**src/rtl/obi_to_axil_bridge.sv**
```systemverilog
// -----------------------------------------------------------------------------
// obi_to_axil_bridge
//
// Converts one cv32e40p OBI port (instruction or data) into an AXI4-Lite
// master with a single outstanding transaction. AW and W are tracked
// independently, so slaves may accept them together or on separate cycles.
//
// Ports
//   clk, rst_n          system clock, asynchronous active-low reset
//   obi_req_i/gnt_o     OBI request / combinational grant (only in IDLE)
//   obi_addr_i/we_i/be_i/wdata_i
//                       OBI request fields, captured on grant
//   obi_rvalid_o        one-cycle response pulse qualifying rdata/err
//   obi_rdata_o         read data (0 for writes), held after the pulse
//   obi_err_o           response error (bresp[1] / rresp[1])
//   m_axi_aw*/w*/b*     AXI4-Lite write address, data and response channels
//   m_axi_ar*/r*        AXI4-Lite read address and data channels
// -----------------------------------------------------------------------------
module obi_to_axil_bridge #(
  parameter logic [31:0] ADDR_ALIGN_MASK = 32'hFFFF_FFFC
) (
  input  logic        clk,
  input  logic        rst_n,
  // OBI slave side
  input  logic        obi_req_i,
  output logic        obi_gnt_o,
  input  logic [31:0] obi_addr_i,
  input  logic        obi_we_i,
  input  logic [3:0]  obi_be_i,
  input  logic [31:0] obi_wdata_i,
  output logic        obi_rvalid_o,
  output logic [31:0] obi_rdata_o,
  output logic        obi_err_o,
  // AXI4-Lite master side
  output logic [31:0] m_axi_awaddr,
  output logic        m_axi_awvalid,
  input  logic        m_axi_awready,
  output logic [31:0] m_axi_wdata,
  output logic [3:0]  m_axi_wstrb,
  output logic        m_axi_wvalid,
  input  logic        m_axi_wready,
  input  logic [1:0]  m_axi_bresp,
  input  logic        m_axi_bvalid,
  output logic        m_axi_bready,
  output logic [31:0] m_axi_araddr,
  output logic        m_axi_arvalid,
  input  logic        m_axi_arready,
  input  logic [31:0] m_axi_rdata,
  input  logic [1:0]  m_axi_rresp,
  input  logic        m_axi_rvalid,
  output logic        m_axi_rready
);

  typedef enum logic [2:0] {
    S_IDLE,
    S_WR_ADDR,
    S_WR_RESP,
    S_RD_ADDR,
    S_RD_DATA,
    S_RESP
  } state_t;

  state_t      r_state;
  logic [31:0] r_addr;
  logic [31:0] r_wdata;
  logic [3:0]  r_be;
  logic        r_aw_done;
  logic        r_w_done;
  logic        r_awvalid;
  logic        r_wvalid;
  logic        r_bready;
  logic        r_arvalid;
  logic        r_rready;
  logic        r_rvalid;
  logic [31:0] r_rdata;
  logic        r_err;

  logic w_aw_hs;
  logic w_w_hs;
  logic w_aw_ok;
  logic w_w_ok;

  // Only the MSB of each response encodes an error (SLVERR/DECERR).
  logic w_unused;
  assign w_unused = ^{m_axi_bresp[0], m_axi_rresp[0]};

  assign obi_gnt_o = obi_req_i && (r_state == S_IDLE);

  assign w_aw_hs = r_awvalid && m_axi_awready;
  assign w_w_hs  = r_wvalid && m_axi_wready;
  // A channel counts as done if it completed earlier or completes this cycle.
  assign w_aw_ok = r_aw_done || w_aw_hs;
  assign w_w_ok  = r_w_done || w_w_hs;

  always_ff @(posedge clk or negedge rst_n) begin
    if (!rst_n) begin
      // NOTE: datapath registers are reset too, so obi_rdata_o and the AXI
      // address/data buses come up as 0 rather than X after reset.
      r_state   <= S_IDLE;
      r_addr    <= '0;
      r_wdata   <= '0;
      r_be      <= '0;
      r_aw_done <= 1'b0;
      r_w_done  <= 1'b0;
      r_awvalid <= 1'b0;
      r_wvalid  <= 1'b0;
      r_bready  <= 1'b0;
      r_arvalid <= 1'b0;
      r_rready  <= 1'b0;
      r_rvalid  <= 1'b0;
      r_rdata   <= '0;
      r_err     <= 1'b0;
    end else begin
      // NOTE: non-blocking assignments throughout; the default below is
      // overridden by a later assignment in the same cycle where needed.
      r_rvalid <= 1'b0;
      unique case (r_state)
        S_IDLE: begin
          if (obi_req_i) begin
            r_addr  <= obi_addr_i & ADDR_ALIGN_MASK;
            r_wdata <= obi_wdata_i;
            r_be    <= obi_be_i;
            if (obi_we_i) begin
              r_awvalid <= 1'b1;
              r_wvalid  <= 1'b1;
              r_state   <= S_WR_ADDR;
            end else begin
              r_arvalid <= 1'b1;
              r_state   <= S_RD_ADDR;
            end
          end
        end
        S_WR_ADDR: begin
          if (w_aw_hs) begin
            r_awvalid <= 1'b0;
            r_aw_done <= 1'b1;
          end
          if (w_w_hs) begin
            r_wvalid <= 1'b0;
            r_w_done <= 1'b1;
          end
          if (w_aw_ok && w_w_ok) begin
            r_aw_done <= 1'b0;
            r_w_done  <= 1'b0;
            r_bready  <= 1'b1;
            r_state   <= S_WR_RESP;
          end
        end
        S_WR_RESP: begin
          if (m_axi_bvalid) begin
            r_bready <= 1'b0;
            r_err    <= m_axi_bresp[1];
            r_rdata  <= '0;
            r_rvalid <= 1'b1;
            r_state  <= S_RESP;
          end
        end
        S_RD_ADDR: begin
          if (m_axi_arready) begin
            r_arvalid <= 1'b0;
            r_rready  <= 1'b1;
            r_state   <= S_RD_DATA;
          end
        end
        S_RD_DATA: begin
          if (m_axi_rvalid) begin
            r_rready <= 1'b0;
            r_rdata  <= m_axi_rdata;
            r_err    <= m_axi_rresp[1];
            r_rvalid <= 1'b1;
            r_state  <= S_RESP;
          end
        end
        S_RESP: begin
          // obi_rvalid_o was raised on entry and drops via the default above.
          r_state <= S_IDLE;
        end
        default: r_state <= S_IDLE;
      endcase
    end
  end

  assign m_axi_awaddr  = r_addr;
  assign m_axi_araddr  = r_addr;
  assign m_axi_wdata   = r_wdata;
  assign m_axi_wstrb   = r_be;
  assign m_axi_awvalid = r_awvalid;
  assign m_axi_wvalid  = r_wvalid;
  assign m_axi_bready  = r_bready;
  assign m_axi_arvalid = r_arvalid;
  assign m_axi_rready  = r_rready;
  assign obi_rvalid_o  = r_rvalid;
  assign obi_rdata_o   = r_rdata;
  assign obi_err_o     = r_err;

endmodule

```
**config.mk**
```make
export PLATFORM = sky130hd
export DESIGN_NAME = obi_to_axil_bridge
export DESIGN_NICKNAME = d
export VERILOG_FILES = /design/src/rtl/obi_to_axil_bridge.sv
export SDC_FILE = /design/constraint.sdc
export NUM_CORES = 1
export LEC_CHECK = 0
export BUFFER_PORTS_ARGS = -buffer_cell sky130_fd_sc_hd__buf_4
export CORE_ASPECT_RATIO = 1.25
export CORE_MARGIN = 2
export CORE_UTILIZATION = 49
export DETAILED_ROUTE_END_ITERATION = 10
export HOLD_SLACK_MARGIN = 0.05
export PLACE_DENSITY = 0.86
export SLEW_MARGIN = 25
export SYNTH_ARGS = -nofsm -noshare
export SYNTH_HDL_FRONTEND = slang
export SYNTH_SLANG_ARGS = --single-unit
export TNS_END_PERCENT = 10
```
**constraint.sdc**
```tcl
create_clock -name clk -period 2.5 [get_ports clk]
set_input_delay 0.5 -clock clk [delete_from_list [all_inputs] [get_ports clk]]
set_output_delay 0.5 -clock clk [all_outputs]
set_load 0.02 [all_outputs]
```
==> results of run 1 <==
[synth_stat cells, types with 2 or more instances]
library cell / number / share of area
buf_4: 36 / 0.057
buf_2: 11 / 0.012
nand2_1: 38 / 0.030
a21oi_1: 5 / 0.0052
buf_6: 4 / 0.0094
nand3_1: 2 / 0.0021
nor2_1: 2 / 0.0016
mux2_1: 10 / 0.024
nor3_1: 2 / 0.0021
inv_1: 32 / 0.025
o21ai_0: 3 / 0.0031
a21o_1: 2 / 0.0031
mux2_2: 60 / 0.14
nor3b_2: 2 / 0.0052
dfrtp_1: 110 / 0.58
a22o_1: 2 / 0.0037
a31oi_1: 3 / 0.0039
nand3b_1: 2 / 0.0031
mux2i_1: 33 / 0.069
[power groups by stage]
| stage | registers (mW) | clock network [mW] | logic, mW |
|---|---|---|---|
| 4_1_cts | 3.22 | 1.41 | 4.96 |
| 6_report | 3.21 | 1.38 | 4.90 |
| 3_3_place_gp | 3.18 | 0 | 4.85 |
| 2_1_floorplan | 4.11 | 0 | 2.20 |
| 5_1_grt | 3.33 | 1.49 | 5.18 |
| 3_5_place_dp | 3.25 | 0 | 4.95 |
[logic make-up (layout without fill, tap and decap cells)]
group / Yosys count / in the layout
and+or+nand+nor: 53 / 53
other: 1 / 4
muxes: 103 / 103
AOI/OAI and AO/OA: 20 / 20
DFF: 110 / 110
buffers and inverters: 83 / 302
[final cells by class]
type	instances	share of cell area
clock buffers	13	0.0382
flip-flops and latches	110	0.405
clock inverters	3	0.00368
well taps	126	0.0232
inverters	32	0.0177
multi-input cells	180	0.227
repair buffers	254	0.286
[worst max-delay path, stage by stage, from the launching register on]
cell	delay (ps)
dfrtp_1	590
nor4b_4	430
buf_4	220
[layer usage]
metal / vias up / share of wire / wire (um) / GRT usage
met5: - / 0 / 0 / 0
met4: 0 / 0.036 / 397 / 0.110
met2: 148 / 0.54 / 6080 / 0.380
met1: 1706 / 0.36 / 4070 / 0.228
li1: 1627 / - / - / -
met3: 28 / 0.055 / 618 / 0.0349
[path summary, 6_finish.rpt]
check / to / depth (start not counted)
setup / recovery: obi_gnt_o / 2
hold / removal: m_axi_wdata[2]$_DFFE_PN0P_ / 1
setup reg to reg: m_axi_wstrb[3]$_DFFE_PN0P_ / 3
hold reg to reg: m_axi_wdata[13]$_DFFE_PN0P_ / 1
max in group asynchronous: obi_rdata_o[31]$_DFFE_PN0P_ / 2
min in group clk: m_axi_araddr[19]$_DFFE_PN0P_ / 2
[registers in the layout, summed over array words and instances (netlist names)]
signal         cells
r_aw_done          1
obi_err_o          1
m_axi_rready       1
obi_rvalid_o       1
m_axi_wstrb        4
m_axi_arvalid      1
m_axi_awvalid      1
r_w_done           1
m_axi_wdata       32
m_axi_bready       1
m_axi_araddr      30
obi_rdata_o       32
m_axi_wvalid       1
r_state            3
==> run metrics, run 1 <==
outcome=complete, no violations; Power Internal=5.70 mW; Overflow after GRT=0; initial core utilization=0.499; R2R Path Start=r_state[1]$_DFFE_PN0P_; hold buffer count at CTS=0; Area Growth Syn to Fin=42.7%; vias in the first global route=3458; Syn. warnings=0; Num CTS Buffers=9; initial antenna violation count=0; sw frac=0.400; Compound-Gate Fraction of Synth Area=0.0296; DP Cell Count=702; Filler Cells Inserted=667; CP startpoint kind=flop; Core ar.=9560 um2; Rel. slew slack=0.610; Final Instance Area=6800 um2; non-filler cells, final=718; Die Area=10500 um2; final core utilization=0.712; CP max FO=15; Pins Over Slew Limit=0; Routed WL per cell=15.6 um; switching pwr=3.79 mW; I/O pin count=253; total vias in the final route=3509; detailed placer's ending HPWL=8.48 mm; Clock power frac=0.145; post_cts resized=0; Hold Vio Cnt, Final=0; Synth Area in Adders=0; Worst R2R Setup Slack=560 ps; Antenna Nets Post-Route=0; Mapped Avg Cell Area=12.9 um2; H-tree depth=3; final WL=11.2 mm; Synth Area in Simple Gates=0.0551; Worst Tran Pin Value=584 ps; Hold Crit Class=in2async; nets=700; first-pass GRT wire length=17.0 mm; Final min period=2080 ps; number of detailed-route iterations in the first pass=4; Worst Slack Setup Final=418 ps; commonest non-fill, non-tap cells in the layout=buf_4, dfrtp_1, mux2_2, nand2_1, mux2i_1; fraction of layout cells with a size suffix above 1=0.561; CTS tree=yes; Root Buffer=clkbuf_16; total power=9.49 mW; Post-CTS Setup Inserts=0; post-synth cell types=30; Remaining DRCs=0; Total GRT Usage=0.207; multi-input logic area=1540 um2; combinational power share=0.516; P per Cell Area=1390 nW/um2; Post-synth EDFFs=0; Die Ht=114 um; sequential area share after synthesis=0.577; Sinks on Clock Net=110; mux share of post-synthesis cell area=0.235; MaxCap Viol Count=0; crit path kind=reg2out; placed cell areas=6520 um2; pre-CTS WS=557 ps; Post-synth top flop=dfrtp_1; Worst Clk Skew=6.53 ps; cells after synthesis=370; part of the cycle the worst path needs=0.833; Sequential cell area=2750 um2; Setup-failing EPs final=0; Hold WS=77.1 ps; Yosys reg bits=110; Crit path required time=2000 ps; crit path launch=r_state[1]$_DFFE_PN0P_; Cell Rows=40; VDD IR max=0.000783 V; RSZ-0062 raised after global routing=no; total negative slack=0 ps; Detailed Route Iter0 Violations=125; commonest non-fill, non-tap cell in the layout=buf_4; Worst setup EP type=primary output; largest net degree at the start of global routing=49; Clock transition at path regs=70 ps; fmax=480 MHz; Arrival @ worst endpoint=1580 ps; Final GP Congestion=0.815; Antenna Diode Count=0; Clk Latency, worst-skew pair=340 ps; Lkg Pwr=3.28 nW; clk buf depth=2; Reg power frac=0.339; PortBufs=244; largest family of logic cells by synthesized area=multiplexers; DR vias/cell=4.89; Synth Area in XOR/XNOR=0; Cell Area, Synth=4770 um2; chip width=92.2 um; async set-reset flop share out of synthesis=1.00
Note: power is estimated with default switching activity, not from simulation.
==> run 2, diff against run 1 <==
--- a/config.mk
+++ b/config.mk
@@ -8,10 +8,10 @@
 export BUFFER_PORTS_ARGS = -buffer_cell sky130_fd_sc_hd__buf_4
 export CORE_ASPECT_RATIO = 1.25
 export CORE_MARGIN = 2
-export CORE_UTILIZATION = 49
+export CORE_UTILIZATION = 41
 export DETAILED_ROUTE_END_ITERATION = 10
 export HOLD_SLACK_MARGIN = 0.05
-export PLACE_DENSITY = 0.86
+export PLACE_DENSITY = 0.77
 export SLEW_MARGIN = 25
 export SYNTH_ARGS = -nofsm -noshare
 export SYNTH_HDL_FRONTEND = slang
==> constraint.sdc (replaced) <==
create_clock -name clk -period 1.85 [get_ports clk]
set_input_delay 0.37 -clock clk [delete_from_list [all_inputs] [get_ports clk]]
set_output_delay 0.37 -clock clk [all_outputs]
set_load 0.02 [all_outputs]
==> run metrics, run 2 (synthesis results as in run 1) <==
chip width=100 um; clk buf depth=2; Core ar.=11500 um2; Total GRT Usage=0.177; VDD IR max=0.000939 V; number of detailed-route iterations in the first pass=4; Num CTS Buffers=9; HP Start=obi_addr_i[23]; Clk Latency, worst-skew pair=330 ps; Antenna Diode Count=0; DR vias/cell=4.83; crit path kind=reg2out; initial core utilization=0.415; PortBufs=244; Hold WS=245 ps; Setup-failing EPs final=0; Antenna Nets Post-Route=0; final WL=11.1 mm; Final min period=1790 ps; fmax=560 MHz; Root Buffer=clkbuf_16; Worst setup EP type=primary output; first-pass GRT wire length=17.7 mm; Overflow after GRT=0; part of the cycle the worst path needs=0.965; CP max FO=3; Worst R2R Setup Slack=110 ps; Hold Crit Class=in2reg; Routed WL per cell=15.0 um; total negative slack=0 ps; Hold Vio Cnt, Final=0; largest net degree at the start of global routing=43; Arrival @ worst endpoint=1420 ps; vias in the first global route=3678; nets=709; worst reg2reg path depth=4; R2R Path Start=r_state[2]$_DFFE_PN0P_; CP startpoint kind=flop; commonest non-fill, non-tap cells in the layout=buf_4, dfrtp_1, mux2_2, nand2_1, mux2i_1; RSZ-0062 raised after global routing=yes; Final GP Congestion=0.809; Die Ht=125 um; Worst Clk Skew=6.65 ps; outcome=complete, no violations; Remaining DRCs=0; Cell Rows=44; I/O pin count=253; CTS tree=yes; fraction of layout cells with a size suffix above 1=0.571; Hold Path End=m_axi_araddr[23]$_DFFE_PN0P_; r2r endpoint=m_axi_wdata[5]$_DFFE_PN0P_; MaxCap Viol Count=0; commonest non-fill, non-tap cell in the layout=buf_4; total vias in the final route=3572; Detailed Route Iter0 Violations=83; Crit path required time=1480 ps; Clock transition at path regs=80 ps; P per Cell Area=1870 nW/um2; H-tree depth=3; Die Area=12500 um2; Lkg Pwr=3.35 nW; detailed placer's ending HPWL=8.19 mm; Pins Over Slew Limit=0; hold path depth=2; Sinks on Clock Net=110; initial antenna violation count=0; Area Growth Syn to Fin=45.8%
==> run 2: report_power, final <==
group,internal [mW],switching [mW],leakage [nW]
logic,3.33,3.53,1.84
registers,3.55,0.748,1.37
clock network,0.961,0.863,0.143
==> run 2: stage by stage <==
| step | setup slack [ps] | util | std cells | power, mW | cell area, um2 |
|---|---|---|---|---|---|
| after floorplan | 285 | - | 373 | 8.52 | 4780 |
| after global placement | 149 | 0.571 | 717 | 10.9 | 6570 |
| final | 64.9 | 0.604 | 739 | 13.0 | 6950 |
| after detailed placement | 134 | 0.571 | 717 | 11.1 | 6570 |
| after global routing | -19.9 | 0.604 | 739 | 13.7 | 6950 |
| after CTS | 16.3 | 0.605 | 739 | 13.2 | 6960 |
==> run 2: repair_timing <==
action | CTS | global route
hold endpoints to repair | 23 | 0
gates cloned | 2 | 0
resized for setup | 2 | 2
setup endpoints to repair | 1 | 46
hold buffers | 1 | 0
pin swaps | 1 | 1
buffers inserted | 3 | 0
==> run 2: layout make-up <==
type                    count  area, um2
well taps                 138        173
flip-flops and latches    110       2750
inverters                  32        120
clock buffers              10        239
multi-input cells         180       1540
repair buffers            263       2080
clock inverters             6       45.0
fillers                   926       4550
==> run 2: routing by layer <==
metal,global-route usage,vias to the layer above,wire [um]
met5,0,-,0
met4,0.0806,0,330
met3,0.0331,25,588
met2,0.311,149,5940
met1,0.206,1755,4230
li1,-,1643,-
==> run 2: worst max path at each step <==
| stage | startpoint | endpoint |
|---|---|---|
| after floorplan | r_state[1]$_DFFE_PN0P_ | m_axi_araddr[15]$_DFFE_PN0P_ |
| after global placement | r_state[1]$_DFFE_PN0P_ | m_axi_wdata[5]$_DFFE_PN0P_ |
| after detailed placement | r_state[1]$_DFFE_PN0P_ | m_axi_araddr[9]$_DFFE_PN0P_ |
| after CTS | r_state[1]$_DFFE_PN0P_ | obi_gnt_o |
| after global routing | r_state[2]$_DFFE_PN0P_ | obi_gnt_o |
| final | r_state[2]$_DFFE_PN0P_ | obi_gnt_o |
==> run 2: critical path, cell delays in order, from the launching register on <==
cell and delay [ps]:
dfrtp_1 420, nor4b_4 380, buf_12 150, buf_4 130
